<file path="src/rtl/bambu_slave_pkg.sv">
// Shared types and constants for the Bambu slave-port read-back engine.
// The slave port carries 16-bit words at 14-bit byte addresses.
package bambu_slave_pkg;

    localparam int SLAVE_DATA_W = 16;
    localparam int SLAVE_ADDR_W = 14;

    typedef enum logic [2:0] {
        ST_IDLE   = 3'd0,
        ST_ISSUE  = 3'd1,
        ST_WAIT   = 3'd2,
        ST_HOLD   = 3'd3,
        ST_FINISH = 3'd4
    } rb_state_e;

    // S_data_ram_size carries the access width in bits.
    function automatic logic [7:0] size_enc(input int unsigned width_bits);
        return 8'(width_bits);
    endfunction

    localparam logic [7:0] SLAVE_SIZE_ENC = size_enc(SLAVE_DATA_W);

endpackage

</file>
<file path="src/rtl/slave_rd_timer.sv">
// Per-read response timer: counts WAIT cycles and flags when the
// current cycle is the last one allowed before giving up on the slave.
module slave_rd_timer #(
    parameter int TIMEOUT = 255
) (
    input  logic clock,
    input  logic reset,
    input  logic clear,
    input  logic enable,
    output logic expired
);

    localparam int TW = (TIMEOUT < 1) ? 1 : $clog2(TIMEOUT + 1);
    localparam logic [TW-1:0] CNT_MAX  = TW'(TIMEOUT);
    localparam logic [TW-1:0] CNT_LAST = TW'((TIMEOUT < 1) ? 0 : TIMEOUT - 1);

    logic [TW-1:0] cnt_q;
    logic [TW-1:0] cnt_d;

    always_comb begin
        cnt_d = cnt_q;
        if (clear) begin
            cnt_d = '0;
        end else if (enable && (cnt_q != CNT_MAX)) begin
            cnt_d = cnt_q + 1'b1;
        end
    end

    always_ff @(posedge clock or posedge reset) begin
        if (reset) begin
            cnt_q <= '0;
        end else begin
            cnt_q <= cnt_d;
        end
    end

    // cnt_q counts WAIT cycles already spent, so the TIMEOUT-th cycle sees TIMEOUT-1.
    assign expired = (cnt_q >= CNT_LAST);

endmodule

</file>
<file path="src/rtl/bambu_slave_readback.sv">
// Reads a block of words out of a Bambu accelerator through its slave memory
// port and presents them one by one on a valid/ready stream.
//
//  state  | meaning
//  IDLE   | waiting for start; outputs quiet
//  ISSUE  | one-cycle read strobe at the current address
//  WAIT   | strobe dropped, waiting for DataRdy or timeout
//  HOLD   | word presented on the stream until accepted
//  FINISH | one-cycle done pulse, then back to IDLE
module bambu_slave_readback
    import bambu_slave_pkg::*;
#(
    parameter int ADDR_W  = SLAVE_ADDR_W,
    parameter int DATA_W  = SLAVE_DATA_W,
    parameter int TIMEOUT = 255
) (
    input  logic              clock,
    input  logic              reset,
    input  logic              start,
    input  logic [ADDR_W-1:0] base_addr,
    input  logic [ADDR_W-1:0] word_count,
    output logic [1:0]        S_oe_ram,
    output logic [1:0]        S_we_ram,
    output logic [ADDR_W-1:0] S_addr_ram,
    output logic [DATA_W-1:0] S_Wdata_ram,
    output logic [7:0]        S_data_ram_size,
    input  logic [DATA_W-1:0] Sout_Rdata_ram,
    input  logic [1:0]        Sout_DataRdy,
    output logic              out_valid,
    input  logic              out_ready,
    output logic [DATA_W-1:0] out_data,
    output logic              out_last,
    output logic              busy,
    output logic              done,
    output logic              error
);

    localparam logic [ADDR_W-1:0] STRIDE   = ADDR_W'(DATA_W / 8);
    localparam logic [7:0]        SIZE_ENC = size_enc(DATA_W);

    rb_state_e state_q, state_d;

    logic [ADDR_W-1:0] addr_q, addr_d;
    logic [ADDR_W-1:0] rem_q, rem_d;
    logic [DATA_W-1:0] data_q, data_d;
    logic              error_q, error_d;
    logic [1:0]        oe_q, oe_d;
    logic [7:0]        size_q, size_d;
    logic              valid_q, valid_d;
    logic              last_q, last_d;
    logic              busy_q, busy_d;
    logic              done_q, done_d;

    logic rdy;
    logic accept_start;
    logic handshake;
    logic capture;
    logic timer_expired;
    logic timed_out;

    assign rdy          = Sout_DataRdy[0];
    assign accept_start = (state_q == ST_IDLE) && start;
    assign handshake    = (state_q == ST_HOLD) && out_ready;
    assign capture      = ((state_q == ST_ISSUE) || (state_q == ST_WAIT)) && rdy;
    assign timed_out    = (state_q == ST_WAIT) && !rdy && timer_expired;

    slave_rd_timer #(
        .TIMEOUT (TIMEOUT)
    ) u_timer (
        .clock   (clock),
        .reset   (reset),
        .clear   (state_q != ST_WAIT),
        .enable  (state_q == ST_WAIT),
        .expired (timer_expired)
    );

    always_ff @(posedge clock or posedge reset) begin
        if (reset) begin
            state_q <= ST_IDLE;
        end else begin
            state_q <= state_d;
        end
    end

    always_comb begin
        state_d = state_q;
        unique case (state_q)
            ST_IDLE: begin
                if (start) begin
                    state_d = (word_count == '0) ? ST_FINISH : ST_ISSUE;
                end
            end
            ST_ISSUE: begin
                state_d = rdy ? ST_HOLD : ST_WAIT;
            end
            ST_WAIT: begin
                // A word arriving on the timeout cycle is still delivered.
                if (rdy) begin
                    state_d = ST_HOLD;
                end else if (timer_expired) begin
                    state_d = ST_FINISH;
                end
            end
            ST_HOLD: begin
                if (out_ready) begin
                    state_d = (rem_q == ADDR_W'(1)) ? ST_FINISH : ST_ISSUE;
                end
            end
            ST_FINISH: begin
                state_d = ST_IDLE;
            end
            default: begin
                state_d = ST_IDLE;
            end
        endcase
    end

    always_comb begin
        addr_d  = addr_q;
        rem_d   = rem_q;
        data_d  = data_q;
        error_d = error_q;
        if (accept_start) begin
            addr_d  = base_addr;
            rem_d   = word_count;
            error_d = 1'b0;
        end
        if (handshake) begin
            addr_d = addr_q + STRIDE;
            rem_d  = rem_q - 1'b1;
        end
        if (capture) begin
            data_d = Sout_Rdata_ram;
        end
        if (timed_out) begin
            error_d = 1'b1;
        end
    end

    // Outputs are decoded from the next state so they land in flops.
    always_comb begin
        oe_d    = (state_d == ST_ISSUE) ? 2'b01 : 2'b00;
        size_d  = (state_d == ST_ISSUE) ? SIZE_ENC : 8'd0;
        valid_d = (state_d == ST_HOLD);
        last_d  = (state_d == ST_HOLD) && (rem_d == ADDR_W'(1));
        busy_d  = (state_d != ST_IDLE);
        done_d  = (state_d == ST_FINISH);
    end

    always_ff @(posedge clock or posedge reset) begin
        if (reset) begin
            addr_q  <= '0;
            rem_q   <= '0;
            data_q  <= '0;
            error_q <= 1'b0;
            oe_q    <= 2'b00;
            size_q  <= 8'd0;
            valid_q <= 1'b0;
            last_q  <= 1'b0;
            busy_q  <= 1'b0;
            done_q  <= 1'b0;
        end else begin
            addr_q  <= addr_d;
            rem_q   <= rem_d;
            data_q  <= data_d;
            error_q <= error_d;
            oe_q    <= oe_d;
            size_q  <= size_d;
            valid_q <= valid_d;
            last_q  <= last_d;
            busy_q  <= busy_d;
            done_q  <= done_d;
        end
    end

    assign S_oe_ram        = oe_q;
    assign S_we_ram        = 2'b00;
    assign S_addr_ram      = addr_q;
    assign S_Wdata_ram     = '0;
    assign S_data_ram_size = size_q;
    assign out_valid       = valid_q;
    assign out_data        = data_q;
    assign out_last        = last_q;
    assign busy            = busy_q;
    assign done            = done_q;
    assign error           = error_q;

    logic unused_rdy_hi;
    assign unused_rdy_hi = Sout_DataRdy[1];

endmodule
</file>
<file path="config.mk">
export PLATFORM = sky130hd
export DESIGN_NAME = bambu_slave_readback
export DESIGN_NICKNAME = d
export VERILOG_FILES = /design/src/rtl/bambu_slave_pkg.sv /design/src/rtl/slave_rd_timer.sv /design/src/rtl/bambu_slave_readback.sv
export SDC_FILE = /design/constraint.sdc
export NUM_CORES = 1
export LEC_CHECK = 0
export CELL_PAD_IN_SITES_DETAIL_PLACEMENT = 0
export CELL_PAD_IN_SITES_GLOBAL_PLACEMENT = 1
export CORE_MARGIN = 2
export CORE_UTILIZATION = 38
export CTS_BUF_LIST = sky130_fd_sc_hd__clkbuf_2 sky130_fd_sc_hd__clkbuf_4 sky130_fd_sc_hd__clkbuf_8
export CTS_CLUSTER_SIZE = 30
export DETAILED_ROUTE_END_ITERATION = 8
export PLACE_DENSITY = 0.95
export SLEW_MARGIN = 0
export SYNTH_ARGS = -nofsm -noshare
export SYNTH_HDL_FRONTEND = slang
export SYNTH_SLANG_ARGS = --single-unit
</file>
<file path="constraint.sdc">
create_clock -name clock -period 3.7 [get_ports clock]
set_input_delay 0.555 -clock clock [delete_from_list [all_inputs] [get_ports clock]]
set_output_delay 0.555 -clock clock [all_outputs]
set_load 0.05 [all_outputs]
</file>
==> results.txt, run 1 <==
The residual antenna-violating net count after detailed routing is 0. The number of global-route vias before repair is ~2800. The endpoint arrival time on the critical path came out at 2.82 ns. The global-route wire length before repair is 13.6 mm. The detailed-route wire length is 8.05 mm. The height of the chip came out at slightly below 100 µm.

Dividing total power by cell area gives a power density of about 870 nW/µm². The number of cells upsized or downsized after cts came out at 0. The number of placement rows came out at 34. The TritonCTS clock tree is built. The synthesized design contains 61 register bits. By area the synthesized netlist is led by sky130_fd_sc_hd__dfrtp_1 (46%), sky130_fd_sc_hd__buf_4 (6.1%), sky130_fd_sc_hd__mux2_2 (5.4%), sky130_fd_sc_hd__nand2_1 (4.6%), sky130_fd_sc_hd__o211ai_1 (2.5%). The routed wire length per instance came out at 15.4 µm.

The maximum frequency from static timing analysis is 387 MHz. The total leakage power is 1.84 nW. The number of diodes is 0. The relative slew slack is about 59%. The routability-driven placement congestion ratio is a little under 0.9. Counting both buffers and inverters, the worst setup path holds a total of 1. The total clock buffers created by CTS is 9. The pin count of the biggest net entering global routing came out at 34. Summed over all instances, the cell type with the most area after synthesis is sky130_fd_sc_hd__dfrtp_1. The top-level I/O count came out at roughly 110. The summed negative setup slack over all endpoints is 0 ns.

The total instance count after detailed placement came out at about 510. The share of the synthesized area in the top cell type came out at 45.8%. The largest buffer count on any clock path is 2. In this run, synthesis inferred 0 flip-flops with an integrated enable. The final core utilization is 50.5%. Buffers placed on the I/O ports in this run total 85. The maximum cell stage delay along the critical path came out at ~0.55 ns. The later pin in the worst-skew pair is clocked with a latency of 0.34 ns. The shortest period the worst path allows came out at 2.58 ns. Clock-pin slew was measured on the worst setup and hold paths at ~0.060 ns. The overall die width is between 90 and 100 µm. The tightest hold path in the finished design has a slack of just under 0.5 ns. The share of synthesized flip-flops with an asynchronous set or reset came out at 100%. The tool flagged a number of max-cap violations equal to 0. Dividing the detail-routed via count by the number of cells gives 5.27. Compared with the post-synthesis result, the final layout area differs by 30.4%. Each instance of the synthesized netlist takes up on average between 10 and 15 µm². The floorplan step defined a core boundary enclosing 8590 µm². The floorplan step defined a die boundary enclosing 9530 µm². The post-route DRC violation count is 0. The most frequently used flop master after synthesis is sky130_fd_sc_hd__dfrtp_1. The type of element launching the critical path is a primary input. The actual slew at the worst max-slew pin is a little over 0.6 ns.

The library cells used most frequently in the layout, excluding fill and tap cells, are sky130_fd_sc_hd__clkdlybuf4s50_1 (85), sky130_fd_sc_hd__dfrtp_1 (61), sky130_fd_sc_hd__nand2_1 (41). The final-report hold violation count came out at 0. Setup violations remaining at the end of the flow were counted as 0. The HPWL after detailed placement is approximately 5.9 mm.

The library cell used as clock root buffer is sky130_fd_sc_hd__clkbuf_8. The final worst setup slack came out at 1.12 ns. The min-delay analysis places its worst path in the category register to register. The largest fanout on the critical path came out at 11.

The endpoint class of the critical path is a register. The final setup skew came out at between 0.01 and 0.015 ns. The count of mapped cells out of synthesis came out at approximately 330. The largest voltage drop on the vdd net came out at roughly 0.5 mV. The run finished with clean final reports. The total iterations of the first detailed-routing run came out at 4. The final worst-path cycle share is 69.9%. The total number of yosys warnings is 0. The start-to-end type of the worst setup path is primary input to register.

The count of cell types in the netlist came out at 60. The hold-fix buffer count after cts came out at 0. The slowest stage of the critical path is the sky130_fd_sc_hd__or4_1 cell. The critical path goes through clkdlybuf4s50_1, and4b_2, nand3_2, o211ai_2, o311ai_1, or4_1, nor4_2. The number of clock sinks came out at ~60. For this run the aggregate overflow at the end of global routing stands at 0. Timing analysis after detailed placement gives a worst setup slack of 0.758 ns. The required time reported for the critical path endpoint is 3.93 ns. The H-tree depth came out at 3. The number of nets in the layout is ~470.

Grouping stages by cell kind, the critical path spends the most delay in simple AND/OR/NAND/NOR gates. The sequential fraction of the synthesis area is 45.8%. The mapped netlist covers 3330 µm². Leaving out fill and tap cells, the most frequent cell in the layout is sky130_fd_sc_hd__clkdlybuf4s50_1. Setup repair after global routing left no endpoint under its margin.

The detailed-route via count came out at 2759. The total setup buffers inserted after CTS is 0. The share of post-route cells with drive strength above 1 is around an eighth. For this run, the number of standard cells in the final layout without fillers is about 520. The initial antenna violation count is 0. The detailed router finished its first iteration with 123 violations. The starting density of the core is approximately 39%. The total of fill cells in the finished design came out at approximately 810. The number of max-slew violations in the final report was 0. Global routing consumed, over all layers together, 17.6% of the routing resources.
## cell families after synthesis
kind of cell / after synthesis / share of synthesized area, %
AOI/OAI and AO/OA: 64 / 13.8
buffers and inverters: 48 / 10.2
xor gates and xnor gates: 5 / 1.32
other: 1 / 0.113
and+or+nand+nor: 123 / 20.6
adders and majority gates: 5 / 1.88
muxes: 19 / 6.31
DFF: 61 / 45.8
## final cells by class
| cell class | count | area, µm² | share of cell area, % |
|---|---|---|---|
| Multi-Input combinational cell | 242 | 1560 | 36.0 |
| Sequential cell | 61 | 1530 | 35.1 |
| Timing Repair Buffer | 90 | 888 | 20.5 |
| Clock buffer | 11 | 151 | 3.49 |
| Tap cell | 108 | 135 | 3.11 |
| Clock inverter | 4 | 47.5 | 1.09 |
| Inverter | 8 | 30.0 | 0.691 |
## Yosys cell counts (all sizes together), types with 6 or more instances
cell type,n
o311ai,7
o211ai,12
nor4,7
mux2,16
inv,8
o21ai,13
dfrtp,61
nor3,6
a21oi,6
clkbuf,8
nor2,21
nand3,10
nand2,41
buf,32
and3,7
a31oi,7
## routing by layer
metal	global-route usage (%)	part of all wire, %
met1	21.8	43
met2	29.9	50
met3	4.89	6.0
met4	5.45	1.4
met5	0	0
## through the flow
step	instance area [µm²]	power (W)
2_1_floorplan	3420	0.00263
3_3_place_gp	4140	0.00315
3_5_place_dp	4140	0.00321
4_1_cts	4340	0.00383
5_1_grt	4340	0.00404
6_report	4340	0.00379
## registers in the layout, indices dropped and copies added (netlist names), 3 cells and up
name,count
out_data,16
rem_q,14
state_q,3
S_addr_ram,14
u_timer.cnt_q,8
## where the power goes
group          leakage, nW  total, W  internal [W]  switching (W)
logic                0.974   0.00198      0.000748        0.00123
clock network        0.101  0.000597      0.000342       0.000256
registers            0.763   0.00122      0.000934       0.000282
total                 1.84   0.00379       0.00202        0.00177
## worst min-delay path, delay by kind of cell (launching register included)
kind             cells  cell delay, ns
flip-flops           1            0.34
AND/OR/NAND/NOR      2            0.11
## worst paths after layout
| path | endpoint | slack [ns] | start | cells past startpoint |
|---|---|---|---|---|
| hold / removal | S_addr_ram[0] | 0.49 | S_addr_ram[0] | 2 |
| setup reg to reg | busy | 1.22 | rem_q[4] | 6 |
| setup / recovery | out_last | 1.12 | out_ready | 7 |
| min in group asynchronous | S_addr_ram[6] | 0.61 | reset | 3 |
| max in group asynchronous | S_addr_ram[10] | 2.76 | reset | 3 |
| hold reg to reg | S_addr_ram[0] | 0.49 | S_addr_ram[0] | 2 |
Note: power is estimated with default switching activity, not from simulation.
==> run 2, diff against run 1 <==
- CORE_UTILIZATION: 38 -> 35
- PLACE_DENSITY: 0.95 -> 0.92
- clock period: 3.7 -> 2.62 ns (I/O delays scaled with it)
==> results.txt, run 2 (synthesis gave the netlist of run 1 again) <==
The final setup skew came to 0.00941 ns (was 0.0111 ns). The areal power density over the cells is 1220 nW/µm² (was 874 nW/µm²). The placeable core area is 9240 µm² (was 8590 µm²). The post-detailed-placement cell area came out at 4220 µm² (was 4140 µm²). The capture point of the critical path is busy (was out_last). The leading cell type in the layout, fill and taps excluded is sky130_fd_sc_hd__clkdlybuf4s50_1 (unchanged).

The total setup buffers inserted after CTS came out at 0 (unchanged). The total iterations of the first detailed-routing run is 5 (was 4). The routed wire length per instance came to 15.1 µm (was 15.4 µm). The residual antenna-violating net count after detailed routing is 0 (unchanged). The number of max-slew violations in the final report is 0 (unchanged). The cell area after layout is 4420 µm² (was 4340 µm²). The actual slew at the worst max-slew pin is 0.597 ns (was 0.612 ns).

The sequential cell area in the final layout came out at 1530 µm² (unchanged). The overall fraction of global-route tracks in use came to 16.7% (was 17.6%). The number of failing setup endpoints in the final timing report came out at 0 (unchanged). The share of post-route cells with drive strength above 1 is 13.6% (was 12.7%).

The maximum frequency from static timing analysis is between 400 and 500 MHz. The detailed placement HPWL came out at 6.10 mm (was 5.86 mm). The type of element launching the critical path is a register (was primary input). The number of cell instances on the worst register-to-register path is 6 (unchanged). The total clock buffers created by CTS came out at 9 (unchanged).

The area enclosed by the die boundary came out at 10300 µm² (was 9530 µm²). The clock insertion delay at the later pin of the skew report is 0.33 ns (was 0.34 ns). The largest voltage drop on the vdd net came out at 0.847 mV (was 0.500 mV). The detailed-route wire length was 8.28 mm (was 8.05 mm). The number of diodes is 0 (unchanged). The detailed-route via count is 2814 (was 2759). The overall die width is 102 µm (was 97.6 µm). The largest buffer count on any clock path is 2 (unchanged). The number of placement rows is 35 (was 34).

The start-to-end type of the worst setup path was register to register (was primary input to register). The violation count after the first detailed-route iteration is 124 (was 123). The quantity of I/O buffers inserted on ports came out at 85 (unchanged). The worst flop-to-flop path endpoint is busy (unchanged).

The total leakage power was 1.87 nW (was 1.84 nW). The setup slack after placement was -0.0300 ns (was 0.758 ns). The largest fanout on the critical path is 6 (was 11). The starting density of the core came out at 36.0% (was 38.8%). The endpoint class of the critical path is a register (unchanged). The final-report hold violation count is 0 (unchanged). The type of the tightest min-delay check is primary input to asynchronous set/reset pin (was register to register). The clock transition at the registers of the reported paths came out at 0.07 ns (was 0.06 ns).

The TritonCTS clock tree is built (unchanged). The number of flip-flops in the largest register is 16 (unchanged). The total of fill cells in the finished design came out at 860 (was 806). The layout overhead on the synthesized area came out at 32.8% (was 30.4%). The H-tree depth is 3 (unchanged). The launch instance of the worst register-to-register path is rem_q[5] (was rem_q[4]). The flop-to-flop setup slack was 0.20 ns (was 1.22 ns). The final worst-path cycle share came out at 92.2%. The relative slew slack is 60.1% (was 59.1%). The hold-fix buffer count after cts came to 0 (unchanged). The number of nets in the layout came out at 472 (was 467). The global-route wire length before repair came out at 13.5 mm (was 13.6 mm). The top-level I/O count came out at 113 (unchanged). The max-capacitance violation count is 0 (unchanged).

The number of clock sinks is 61 (unchanged). The routability-driven placement congestion ratio was 0.862 (was 0.895). The area of combinational cells with multiple inputs was 1560 µm² (unchanged).

The residual overflow from global routing is 0 (unchanged). The number of cells upsized or downsized after cts is 0 (unchanged). Result of the run: completed (unchanged). The average vias per placed instance came to 5.13 (was 5.27).

The post-route DRC violation count came to 0 (unchanged). The number of global-route vias before repair was 2875 (was 2837). The critical path startpoint is rem_q[5] (was out_ready). The shortest period the worst path allows came out at around 2.4 ns. The initial antenna violation count is 0 (unchanged). The final worst setup slack was 0.204 ns (was 1.12 ns). The required time reported for the critical path endpoint came out at 2.83 ns (was 3.93 ns). Setup repair after global routing missed its margin: false (unchanged). Top library cells by usage in the layout, fill and taps aside: sky130_fd_sc_hd__clkdlybuf4s50_1 (85), sky130_fd_sc_hd__dfrtp_1 (61), sky130_fd_sc_hd__nand2_1 (41) (unchanged).

The final core utilization is 47.9% (was 50.5%). The pin count of the biggest net entering global routing came to 36 (was 34). The endpoint arrival time on the critical path came out at 2.63 ns (was 2.82 ns). The height of the chip is 102 µm (was 97.6 µm). The power consumption was 0.00541 W (was 0.00379 W).

The library cell used as clock root buffer was sky130_fd_sc_hd__clkbuf_8 (unchanged). The summed negative setup slack over all endpoints came out at 0 ns (unchanged).
[run 2: how the worst min path moves through the flow]
stage               cells past startpoint  slack, ns               end             start
floorplan                               1       0.50  u_timer.cnt_q[4]  u_timer.cnt_q[4]
global placement                        2       0.46             error             error
detailed placement                      2       0.47             error             error
CTS                                     2       0.45              busy             reset
global route                            2       0.48              busy             reset
finish                                  2       0.44              busy             reset
[run 2: routing by layer]
| metal | vias to the layer above | GRT usage [%] | part of all wire, % |
|---|---|---|---|
| met4 | 0 | 6.24 | 1.8 |
| li1 | 1333 | - | - |
| met1 | 1346 | 21.0 | 43 |
| met5 | - | 0 | 0 |
| met2 | 123 | 27.3 | 47 |
| met3 | 12 | 4.90 | 8.1 |
[run 2: power by group]
part / switching [W] / leakage (nW) / internal (W)
logic: 0.00176 / 1.00 / 0.00108
registers: 0.000386 / 0.763 / 0.00132
clock network: 0.000356 / 0.105 / 0.000518
total: 0.00250 / 1.87 / 0.00292
[run 2: final cells by class]
class | instances | area share [%]
Inverter | 8 | 0.679
Timing Repair Buffer | 95 | 21.2
Clock inverter | 1 | 0.679
Clock buffer | 13 | 3.90
Sequential cell | 61 | 34.5
Multi-Input combinational cell | 242 | 35.4
Tap cell | 129 | 3.65
[run 2: stage by stage]
step                hold slack, ns  std cells
detailed placement           0.470        535
floorplan                    0.498        351
finish                       0.437        549
global route                 0.483        549
CTS                          0.447        549
global placement             0.465        535
[run 2: worst max-delay path, stage by stage (launching register included)]
cell and delay [ns]:
sky130_fd_sc_hd__dfrtp_1 0.42, sky130_fd_sc_hd__or4_4 0.60, sky130_fd_sc_hd__nor3_4 0.26, sky130_fd_sc_hd__nand4b_2 0.17, sky130_fd_sc_hd__a22o_1 0.24, sky130_fd_sc_hd__or2_1 0.22, sky130_fd_sc_hd__or3_1 0.38
==> run 3, diff against run 2 <==
- SETUP_SLACK_MARGIN: unset -> 0.05
==> results of run 3 <==
Final layout, timing and power as in run 2 (identical DEF).
==> variant 1, RTL diff (config.mk and constraints of run 1) <==
Encoding of `rb_state_e`: now one-hot (5 bits for 5 states).
--- a/src/rtl/bambu_slave_pkg.sv
+++ b/src/rtl/bambu_slave_pkg.sv
@@ -5,12 +5,12 @@
     localparam int SLAVE_DATA_W = 16;
     localparam int SLAVE_ADDR_W = 14;
 
-    typedef enum logic [2:0] {
-        ST_IDLE   = 3'd0,
-        ST_ISSUE  = 3'd1,
-        ST_WAIT   = 3'd2,
-        ST_HOLD   = 3'd3,
-        ST_FINISH = 3'd4
+    typedef enum logic [4:0] {
+        ST_IDLE   = 5'b00001,
+        ST_ISSUE  = 5'b00010,
+        ST_WAIT   = 5'b00100,
+        ST_HOLD   = 5'b01000,
+        ST_FINISH = 5'b10000
     } rb_state_e;
 
     // S_data_ram_size carries the access width in bits.
Formal check against the unedited RTL: no difference found for any inputs over 10 cycles, from zero or initial values and one cycle with reset high; not proved beyond that.
==> variant 1 against run 1 <==
- critical endpoint unchanged
- sequential cell count is 2 higher
- count of clock-buffer cells in the layout shrank 2
- final cell count rose by 0.76%
- critical path type unchanged
- area after synthesis up 1.1%
- setup slack worse by 0.099 ns
- design area up 1.3%
- largest cell class unchanged
- first-iteration DRC count increased by 5.7%
- wire length down 2.7%
- total power down 6.8%
==> variant 1: results (changes against run 1) <==
run status = completed
Non-clock buffer share = 20.0% (-0.43 points)
Total GRT Usage = 16.8% (-0.82 points)
antenna cells = 0 (unchanged)
GR met3 Demand/Resource = 6.51% (+1.6 points)
PwrDens = 804 nW/um2 (-7.9%)
Synth area leaders = dfrtp_1 46%, buf_4 6.0%, mux2_2 5.4%, nand2_1 4.3%, o211ai_1 4.2%
DR vias/cell = 5.32 (+0.97%)
GR Layer Usage met2 = 27.7% (-2.2 points)
global-route wire length before repair = 13000 um (-4.4%)
static leakage = 1.85 nW (+0.90%)
dpl cells = 512 (+0.59%)
layout cells sized above 1 = 11.0% (-1.8 points)
CP max stage delay = 0.65 ns (+0.10 ns)
WL met1 = 3180 um (-7.6%)
met2 wire len = 3920 um (-2.4%)
Yosys warning count = 0 (unchanged)
area of the multi-input gates = 1590 um2 (+1.4%)
maximum resistive drop on vdd = 448 uV (-10%)
largest net degree at the start of global routing = 50 (+47%)
Signal buffers = 89 (-1.1%)
FF/Latch Area = 1580 um2 (+3.4%)
number of clock buffers in the layout = 9 (-2)
Slowest-stage cell, CP = or4_1
Post-DP Area = 4220 um2 (+1.9%)
GRT met1 Usage = 20.4% (-1.4 points)
Logic inverters = 12 (+4)
Unique masters post-synth = 59 (-1.7%)
clock network power = 524 uW (-12%)
CP arrival = 2.93 ns (+0.11 ns)
initial DRC count = 130 (+5.7%)
dpl ws = 0.669 ns (-0.0891 ns)
multi-input gate share of total cell area = 36.0% (about the same)
Detailed Place HPWL = 5710 um (-2.5%)
Synth top cells by count = 62 x dfrtp_1, 39 x nand2_1, 27 x buf_4, 19 x o211ai_1, 18 x nor2_1
non-filler cells, final = 528 (+0.76%)
Net Sw Frac = 47.5% (+0.85 points)
RD Place Congestion = 0.811 (-9.4%)
fill count = 840 (+4.2%)
Slew headroom = 30.2% (-29 points)
Post-synth ARST share = 100% (unchanged)
vias in the first global route = 2771 (-2.3%)
fin nets = 470 (+0.64%)
Max FO, Critical Path = 10 (-1)
clock latency on the worst-skew pair = 0.34 ns (about the same)
initial antenna violation count = 0 (unchanged)
register bit count reported by yosys = 63 (+3.3%)
Routed WL per cell = 14.8 um (-3.4%)
Reg clk slew, reported paths = 0.08 ns (+0.02 ns)
met3 wire len = 627 um (+30%)
Post-Syn Area per Cell = 10.2 um2 (+0.13%)
Multi-input comb cells = 240 (-0.83%)
clock-cell share of area = 3.95% (-0.63 points)
Post-Syn Instances = 329 (+0.92%)
sequential-to-total area share from yosys stat = 46.9% (+1.0 points)
Final Skew = 0.0101 ns (-0.000972 ns)
variant 1: cell count changes after synthesis, moves of 4 or more:
cell / run 1 / this run
a31oi_1: 7 / 3
buf_6: 5 / 1
inv_1: 8 / 12
nand3_1: 9 / 17
o211ai_1: 11 / 19
o21ai_0: 13 / 3
variant 1: final timing paths:
path	start	end	slack, ns	cells after the start
worst max-delay path	start	out_last	1.02	7
worst min-delay path	S_addr_ram[0]	S_addr_ram[0]	0.48	2
worst max register to register	state_q[0]	out_last	1.06	6
worst min register to register	S_addr_ram[0]	S_addr_ram[0]	0.48	2
max in group asynchronous	reset	out_data[11]	2.12	3
min in group asynchronous	reset	S_addr_ram[10]	0.79	2
variant 1: logic make-up after synthesis:
| logic type | synth area share (%) |
|---|---|
| simple gates | 21.3 |
| flops | 46.9 |
| compound gates | 13.2 |
| buf+inv | 9.07 |
| mux | 6.25 |
| fa+ha+maj | 1.86 |
| xor+xnor | 1.30 |
| other cells | 0.111 |
==> variant 2, RTL diff (flow settings as in run 1) <==
Without the edit above. `SLAVE_ADDR_W`: 14 -> 13.
--- a/src/rtl/bambu_slave_pkg.sv
+++ b/src/rtl/bambu_slave_pkg.sv
@@ -3,7 +3,7 @@
 package bambu_slave_pkg;
 
     localparam int SLAVE_DATA_W = 16;
-    localparam int SLAVE_ADDR_W = 14;
+    localparam int SLAVE_ADDR_W = 13;
 
     typedef enum logic [2:0] {
         ST_IDLE   = 3'd0,
Ports: changed (resized S_addr_ram, base_addr and word_count); port bits go from 113 to 110. The function was not compared with the original's and may differ.
==> variant 2 against run 1 <==
- total power decreased by 2.8%
- design area decreased by 3.4%
- area after synthesis decreased by 5.7%
- wire length decreased by 4.7%
- critical path type is now register to register
- sequential cell count decreased by 2
- first-iteration DRC count increased by 12%
- non-clock buffer count unchanged
- highest routed layer unchanged
- setup slack got worse by 0.52 ns
==> variant 2: results (changes against run 1) <==
Peak Freq = 322 MHz (-17%)
Max FO, Critical Path = 7 (-4)
run status = completed
Synth top cells by count = 59 x dfrtp_1, 44 x nand2_1, 29 x buf_4, 17 x nor2_1, 16 x mux2_2
met3 wire len = 508 um (+5.0%)
Post-DP Area = 3980 um2 (-3.9%)
CP arrival = 3.36 ns (+0.54 ns)
Slowest-stage cell, CP = or4b_1
largest net degree at the start of global routing = 32 (-5.9%)
sequential-to-total area share from yosys stat = 47.0% (+1.2 points)
dpl ws = 0.433 ns (-0.325 ns)
Synth area leaders = dfrtp_1 47%, buf_4 6.9%, mux2_2 5.7%, nand2_1 5.3%, o211ai_1 2.6%
Total Wirelength = 7670 um (-4.7%)
GR Layer Usage met2 = 28.8% (-1.0 points)
GRT met1 Usage = 22.7% (+0.85 points)
maximum resistive drop on vdd = 432 uV (-14%)
global-route wire length before repair = 12300 um (-9.9%)
Detailed Place HPWL = 5640 um (-3.7%)
Routed WL per cell = 15.1 um (-1.7%)
R2R depth = 8 (+2)
clock latency on the worst-skew pair = 0.34 ns (about the same)
Total GRT Usage = 17.7% (+0.11 points)
dpl cells = 492 (-3.3%)
Reg2Reg Setup Slack = 0.59 ns (-0.63 ns)
CP max stage delay = 0.59 ns (+0.04 ns)
Reg clk slew, reported paths = 0.07 ns
GR met3 Demand/Resource = 5.19% (+0.30 points)
WL met1 = 3310 um (-3.9%)
Unique masters post-synth = 55 (-8.3%)
fin nets = 451 (-3.4%)
static leakage = 1.76 nW (-4.2%)
met2 wire len = 3780 um (-5.9%)
CP startpoint = rem_q[0]
Final Skew = 0.00864 ns (-0.00244 ns)
layout cells sized above 1 = 13.4% (+0.66 points)
RD Place Congestion = 0.855 (-4.5%)
Post-Syn Area per Cell = 10.1 um2 (-1.5%)
via count = 2646 (-4.1%)
port buffer count = 82 (-3.5%)
worst-margin pin slew = 0.726 ns (+0.114 ns)
[variant 2: cell types whose count changed in the layout (fill, tap and decap cells not counted), moves of 3 or more]
cell	change
a21oi_1	-4
clkdlybuf4s50_1	-3
nand2_1	+3
nor3_1	+3
nand4_1	+4
o21ai_0	-7
buf_4	+3
or3_1	+5
nand3_1	+4
and3_1	-5
a31oi_1	-4
nor2_1	-4
[variant 2: power by group]
group	leakage [nW]	total [mW]	internal, mW	switching [mW]
Sequential	0.737	1.15	0.903	0.249
Combinational	0.915	1.91	0.725	1.19
Clock	0.108	0.624	0.364	0.260
[variant 2: logic make-up after synthesis]
logic type | synth area share (%)
AO/OA/AOI/OAI | 11.6
XOR/XNOR | 1.39
adder cells (fa/ha/maj) | 1.99
buffers and inverters | 9.48
flip-flops | 47.0
multiplexers | 6.37
other | 0.119
AND/OR/NAND/NOR | 22.0
[variant 2: worst min path at each step]
stage / to / slack (ns) / depth (start not counted)
finish: S_addr_ram[0] / 0.48 / 2
global route: out_data[11] / 0.52 / 1
CTS: S_addr_ram[0] / 0.48 / 2
detailed placement: S_addr_ram[0] / 0.46 / 2
global placement: S_addr_ram[0] / 0.47 / 2
floorplan: u_timer.cnt_q[2] / 0.48 / 1
[variant 2: layout make-up]
| cell class | count | area (um2) |
|---|---|---|
| multi-input cells | 230 | 1470 |
| inverters | 8 | 30.0 |
| clock inverters | 4 | 47.5 |
| flip-flops and latches | 59 | 1480 |
| well taps | 105 | 131 |
| clock buffers | 12 | 165 |
| repair buffers | 90 | 881 |
| fillers | 772 | 3900 |
[variant 2: worst min-delay path, cell delays in order (launching register included)]
cell and delay (ns):
dfrtp_1 0.35, nand2_1 0.05, nand2_1 0.06
